--- src/rtl/ahb2apb_bridge_pkg.sv ---
// ahb2apb_bridge_pkg: AHB/APB codes, bridge state encoding and the strobe/alignment helpers.
package ahb2apb_bridge_pkg;
    localparam int P_ADDR_W = 32;
    localparam int P_DATA_W = 32;
    localparam int P_STRB_W = 4;
    localparam logic [1:0] HTRANS_IDLE   = 2'b00;
    localparam logic [1:0] HTRANS_NONSEQ = 2'b10;
    localparam logic [2:0] HSIZE_BYTE = 3'd0;
    localparam logic [2:0] HSIZE_HALF = 3'd1;
    localparam logic [2:0] HSIZE_WORD = 3'd2;
    typedef enum logic [2:0] {
        ST_IDLE   = 3'd0,
        ST_SETUP  = 3'd1,
        ST_ACCESS = 3'd2,
        ST_ERR1   = 3'd3,
        ST_ERR2   = 3'd4
    } state_t;
    function automatic logic f_legal(input logic [2:0] size, input logic [1:0] lo);
        return (size == HSIZE_BYTE) || (size == HSIZE_HALF && !lo[0]) || (size == HSIZE_WORD && lo == 2'b00);
    endfunction
    function automatic logic [P_STRB_W-1:0] f_strb(input logic [2:0] size, input logic [1:0] lo);
        return size == HSIZE_BYTE ? 4'b0001 << lo : size == HSIZE_HALF ? 4'b0011 << {lo[1], 1'b0} : 4'hF;
    endfunction
endpackage

--- src/rtl/ahb2apb_bridge.sv ---
// ahb2apb_bridge: AHB-lite slave to APB4 master, one SETUP/ACCESS per AHB beat.
// Define APB_BRIDGE_TIMEOUT_EN to abort ACCESS into an error after TIMEOUT_CYCLES without pready.
module ahb2apb_bridge
    import ahb2apb_bridge_pkg::*;
#(
    parameter int TIMEOUT_CYCLES = 256
) (
    input  logic                pclk,
    input  logic                preset,
    input  logic                hsel,
    input  logic [P_ADDR_W-1:0] haddr,
    input  logic [1:0]          htrans,
    input  logic                hwrite,
    input  logic [2:0]          hsize,
    input  logic [P_DATA_W-1:0] hwdata,
    input  logic                hready,
    output logic                hreadyout,
    output logic                hresp,
    output logic [P_DATA_W-1:0] hrdata,
    output logic [P_ADDR_W-1:0] paddr,
    output logic                psel,
    output logic                penable,
    output logic                pwrite,
    output logic [P_DATA_W-1:0] pwdata,
    output logic [P_STRB_W-1:0] pwstrb,
    input  logic                pready,
    input  logic [P_DATA_W-1:0] prdata,
    input  logic                pslverr
);
    state_t              r_state, w_next;
    logic [P_ADDR_W-1:0] r_paddr;
    logic                r_pwrite;
    logic [P_STRB_W-1:0] r_pwstrb;
    logic [P_DATA_W-1:0] r_hrdata;
    logic                w_cap, w_legal, w_timeout;

    if (TIMEOUT_CYCLES < 2 || TIMEOUT_CYCLES > 65535) begin : g_bad_timeout
        $error("TIMEOUT_CYCLES must be within 2..65535");
    end

    assign w_cap   = hsel & htrans[1] & hready & (r_state == ST_IDLE || r_state == ST_ERR2);
    assign w_legal = f_legal(hsize, haddr[1:0]);

`ifdef APB_BRIDGE_TIMEOUT_EN
    logic [15:0] r_cnt;
    // Held at zero outside ACCESS, so every ACCESS entry starts a fresh count.
    always_ff @(posedge pclk or posedge preset) begin
        if (preset)
            r_cnt <= '0;
        else if (r_state != ST_ACCESS)
            r_cnt <= '0;
        else if (!pready)
            r_cnt <= r_cnt + 16'd1;
    end
    assign w_timeout = (r_state == ST_ACCESS) & !pready & (r_cnt == 16'(TIMEOUT_CYCLES - 1));
`else
    assign w_timeout = 1'b0;
`endif

    always_comb begin
        w_next = r_state;
        case (r_state)
            ST_IDLE, ST_ERR2: w_next = w_cap ? (w_legal ? ST_SETUP : ST_ERR1) : ST_IDLE;
            ST_SETUP:         w_next = ST_ACCESS;
            ST_ACCESS:        w_next = pready ? (pslverr ? ST_ERR1 : ST_IDLE) : (w_timeout ? ST_ERR1 : ST_ACCESS);
            ST_ERR1:          w_next = ST_ERR2;
            default:          w_next = ST_IDLE;
        endcase
    end

    always_ff @(posedge pclk or posedge preset) begin
        if (preset) begin
            r_state  <= ST_IDLE;
            r_paddr  <= '0;
            r_pwrite <= 1'b0;
            r_pwstrb <= '0;
            r_hrdata <= '0;
        end else begin
            r_state <= w_next;
            if (w_cap) begin
                r_paddr  <= haddr;
                r_pwrite <= hwrite;
                r_pwstrb <= hwrite ? f_strb(hsize, haddr[1:0]) : '0;
            end
            if (r_state == ST_ACCESS && pready && !pslverr && !r_pwrite)
                r_hrdata <= prdata;
        end
    end

    // Handshake outputs decode straight from state so an async reset drops psel/penable at once.
    assign psel      = (r_state == ST_SETUP) | (r_state == ST_ACCESS);
    assign penable   = r_state == ST_ACCESS;
    assign hreadyout = (r_state == ST_IDLE) | (r_state == ST_ERR2);
    assign hresp     = (r_state == ST_ERR1) | (r_state == ST_ERR2);
    assign hrdata    = r_hrdata;
    assign paddr     = r_paddr;
    assign pwrite    = r_pwrite;
    assign pwstrb    = r_pwstrb;
    assign pwdata    = hwdata;
endmodule

--- config.mk ---
export PLATFORM = sky130hd
export DESIGN_NAME = ahb2apb_bridge
export DESIGN_NICKNAME = d
export VERILOG_FILES = /design/src/rtl/ahb2apb_bridge_pkg.sv /design/src/rtl/ahb2apb_bridge.sv
export SDC_FILE = /design/constraint.sdc
export NUM_CORES = 1
export LEC_CHECK = 0
export ABC_CLOCK_PERIOD_IN_PS = 5010
export CAP_MARGIN = 10
export CORE_ASPECT_RATIO = 0.8
export CORE_UTILIZATION = 39
export CTS_CLUSTER_DIAMETER = 60
export DETAILED_ROUTE_END_ITERATION = 7
export PLACE_DENSITY = 0.87
export SYNTH_ARGS = -nofsm -noshare
export SYNTH_HDL_FRONTEND = slang
export SYNTH_SLANG_ARGS = --single-unit
--- constraint.sdc ---
create_clock -name pclk -period 5.01 [get_ports pclk]
set_clock_uncertainty 0.2 [all_clocks]
set_input_delay 1.503 -clock pclk [delete_from_list [all_inputs] [get_ports pclk]]
set_output_delay 1.503 -clock pclk [all_outputs]
set_load 0.02 [all_outputs]
# Word-level counts from Yosys, hierarchy flattened
# Index checks and enable logic that the tools add are counted.
[word_totals]
ramBits = 0
input_bits = 108
latchBits = 0
word_cells = 42
out_inout_bits = 105
ff_bits = 72
n_memories = 0
mem_bits_ro = 0
[classes]
n_shift = 2
div = 0
n_reduce_logical = 15
n_lt_le_gt_ge = 0
muxes = 8
mul = 0
bitwise = 6
n_addsub = 0
eq_ne = 6
[ops]
columns = ["cell", "n"]
rows = [
  ["4-bit 2-to-1 mux", 3],
  ["3-bit one-hot mux with 4 select lines", 1],
  ["3-bit by 2-bit equality test with 1-bit output (second input constant)", 3],
  ["2-bit 2-to-1 mux", 4],
  ["3-bit by 1-bit equality test with 1-bit output (second input constant)", 2],
  ["3-bit logical NOT", 2],
  ["1-bit logical AND", 5],
  ["1-bit by 2-bit << shifter with 4-bit output (first input constant)", 1],
  ["2-bit by 2-bit << shifter with 4-bit output (first input constant)", 1],
  ["1-bit AND", 3],
  ["3-bit equality test (second input constant)", 1],
  ["1-bit logical NOT", 3],
  ["1-bit logical OR", 3],
  ["1-bit bitwise OR", 3],
  ["2-bit logical NOT", 1],
  ["2-bit OR reduction", 1],
]

# Longest topological paths before layout
[depth]
depth_word = 7
depth_mapped = 5
ltp_nobuf = 3

# Least setup slack after synthesis
# OpenSTA, ideal clock, no wires.
[synth_path]
kind = "input-to-output"
from = "in hwdata[0]"
to = "out pwdata[0]"
path_slack_ns = 1.670
t_required_ns = 3.307
path_buffers = 1
cell_stages = 1
t_arrival_ns = 1.637
cell_sequence = "buf_4"
[synth_lines]
columns = ["item", "line_no", "source"]
rows = [
  ["start, declared", "ahb2apb_bridge.sv:15", "input logic [P_DATA_W-1:0] hwdata,"],
  ["end, declared", "ahb2apb_bridge.sv:24", "output logic [P_DATA_W-1:0] pwdata,"],
]
# No word-level cell between the ends.

# Final worst setup path
[layout_path]
from = "in pslverr"
to = "reg r_hrdata[12], in the netlist hrdata[12]"
[layout_via]
elab_chain_cells = 3
[layout_rtl]
columns = ["item", "line_no", "source"]
rows = [
  ["start, declared", "ahb2apb_bridge.sv:28", "input logic pslverr"],
  ["1-bit logical NOT", "ahb2apb_bridge.sv:85", "if (r_state == ST_ACCESS && pready && !pslverr && !r_pwrite)"],
  ["1-bit logical AND (2 in series)", "ahb2apb_bridge.sv:85", ""],
  ["end signal, assigned", "ahb2apb_bridge.sv:86", "r_hrdata <= prdata;"],
  ["end, declared", "ahb2apb_bridge.sv:34", "logic [P_DATA_W-1:0] r_hrdata;"],
]
# Every way passes these cells.
# A chain may end at the register's enable or synchronous reset.

==> flow_metrics.py <==
metrics = {
    "logic_synthesis": {
        "netlist_area_um2": 3190,
        "syn_inst": 215,
        "synth_seq_cells": 72,
        "yosysUniqueCellTypes": 26,
        "yosysTopAreaCellShare": 0.565,
        "syn-num-nets": 323,
        "synth.area.top_cells": "dfrtp_1, mux2_4, mux2_2",
        "yosysWarnings": 0,
        "synth_area_per_cell_um2": 14.8,
        "yosysSeqAreaShare": 0.565,
        "yosys.area.top_type": "dfrtp_1",
    },
    "route": {
        "wl_per_cell_um": 15.7,
        "wirelength_mm": 7.00,
        "vias_per_cell": 4.68,
        "dr.pass1.iters": 4,
        "vias": 2092,
        "drt_iter0_drc": 47,
        "route.detailed.drc": 0,
        "detail-route-antenna-nets": 0,
    },
    "sta": {
        "finalCritPeriodShare": 0.690,
        "worst_pin_slew_ns": 1.19,
        "hold-worst-slack_ns": 0.305,
        "setup_viol": 0,
        "slew_violations": 0,
        "final.min_clock_period_ns": 3.46,
        "max_freq_mhz": 289,
        "slew_headroom": 0.210,
        "fin_ws_ns": 1.55,
        "setup_tns_ns": 0,
        "grt_setup_unrepaired": "false",
        "hold_viol": 0,
    },
    "status": {
        "status": "finished, final reports clean",
    },
    "die": {
        "die_y_um": 82.9,
        "core_um2": 7910,
        "ioPinCount": 213,
        "die_w_um": 103,
        "die_area_um2": 8540,
        "rows": 29,
        "start_util": 0.403,
    },
    "pwr": {
        "powerDensity_nw_per_um2": 632,
        "swShare": 0.338,
        "p_clk_frac": 0.158,
        "vdd_drop_max_v": 0.000350,
        "pwr-share-seq": 0.343,
        "switching_power_w": 0.00100,
        "p_comb_frac": 0.499,
        "internal-power_w": 0.00197,
        "power.leakage_nw": 2.10,
    },
    "global_route": {
        "grt_pass1_wl_mm": 11.2,
        "grt_max_degree": 43,
        "grt_pass1_vias": 2274,
        "grtUsageTotal": 0.171,
        "antenna_found_initial": 0,
        "gr-total-overflow": 0,
    },
    "worst_setup_path": {
        "arrival_ns": 3.47,
        "required_ns": 5.02,
        "cp_max_fo": 32,
        "cp-start-kind": "input port",
        "end_kind": "register",
        "worstSetupPathType": "input port to register",
    },
    "layout": {
        "nets": 442,
        "drive_gt1_frac": 0.257,
        "area_growth_pct": 47.5,
        "num_antenna_cells": 0,
    },
    "clocking": {
        "cts_sinks": 72,
        "cts_tree": "yes",
        "ctsResizeCount": 0,
        "clk_pin_slew_ns": 0.07,
        "cts_buffers": 9,
        "clockRootBuffer": "clkbuf_8",
        "hold_buffers": 0,
        "htreeDepth": 3,
        "clk_latency_ns": 0.33,
        "clockBufferDepth": 2,
        "cts_setup_buffers": 0,
    },
    "placed_design": {
        "post-place-ws_ns": 1.21,
        "gp_congestion": 0.702,
        "hpwl_mm": 5.17,
        "io_buffers": 147,
    },
    "run": {
        "cap_violations": 0,
    },
    "min_path": {
        "hp-class": "register to register",
    },
}
-- worst paths after layout --
check                                start          to  slack, ns  depth (start not counted)
worst min-delay path             paddr[13]   paddr[13]       0.30                          1
worst min register to register   paddr[13]   paddr[13]       0.30                          1
worst max register to register  r_state[0]  hrdata[12]       2.63                          3
min in group asynchronous           preset  r_state[0]       1.46                          2
max in group asynchronous           preset  hrdata[18]       2.22                          3
worst max-delay path               pslverr  hrdata[12]       1.55                          4
-- cell families after synthesis --
| family | count (synthesis) | share of synthesized area |
|---|---|---|
| buffers and inverters | 44 | 0.101 |
| and+or+nand+nor | 15 | 0.0298 |
| DFF | 72 | 0.565 |
| AOI/OAI and AO/OA | 18 | 0.0357 |
| muxes | 66 | 0.269 |
-- power by group through the flow --
| stage | registers [W] | clock network [W] | logic, W |
|---|---|---|---|
| after floorplan | 0.00136 | 0 | 0.000460 |
| after global placement | 0.00101 | 0 | 0.00147 |
| after detailed placement | 0.00103 | 0 | 0.00149 |
| after CTS | 0.00102 | 0.000486 | 0.00150 |
| after global routing | 0.00106 | 0.000510 | 0.00156 |
| final | 0.00102 | 0.000470 | 0.00148 |
-- state kept, by name, summed over array words and instances, names as in the netlist --
signal	count
hrdata	32
paddr	32
pwrite	1
pwstrb	4
r_state	3
-- synthesized netlist by cell type --
master and n:
nor2_1 3, a21o_1 2, mux2_2 36, nand2b_1 1, o31ai_1 2, dfrtp_1 72, buf_4 32, or2_1 1
inv_1 4, o21a_1 2, nor2b_1 2, and2b_1 1, nand3_1 1, o21ai_0 5, buf_2 4, nand2_1 2
or3b_1 1, a21oi_1 4, o21ba_2 1, mux2_4 30, buf_6 4, or3_1 1, o22ai_1 1, nand4bb_1 1
o21bai_1 1, nor3b_2 1
-- through the flow --
step | utilization | cell area (um^2) | power (W) | instances
CTS | 0.594 | 4700 | 0.00301 | 447
global placement | 0.568 | 4500 | 0.00248 | 431
global route | 0.594 | 4700 | 0.00313 | 447
detailed placement | 0.568 | 4500 | 0.00253 | 431
finish | 0.594 | 4700 | 0.00297 | 447
floorplan | - | 3190 | 0.00182 | 215
-- cell type report --
cell class | count | area, um^2
fillers | 682 | 3210
flip-flops and latches | 72 | 1800
repair buffers | 148 | 1480
multi-input cells | 99 | 1060
clock buffers | 12 | 155
well taps | 108 | 135
clock inverters | 4 | 51.3
inverters | 4 | 15.0
-- critical path, stage by stage --
cell	delay (ns)
clkdlybuf4s50_1	0.41
nand2b_1	0.16
or3b_2	0.92
mux2_4	0.46
-- per-layer routing --
metal,share of wire,wire length [um],track usage
met1,0.41,2880,0.205
met2,0.50,3480,0.284
met3,0.076,534,0.0631
met4,0.015,105,0.0551
met5,0,0,0
-- cell usage in the layout (no fill, tap or decap), drive strengths merged, types with 3 or more instances in the layout --
cell / count
o21ai: 5
dfrtp: 72
clkbuf: 12
inv: 5
a21oi: 4
clkdlybuf4s50: 147
mux2: 66
nor2: 3
(Power assumes the default switching activity.)
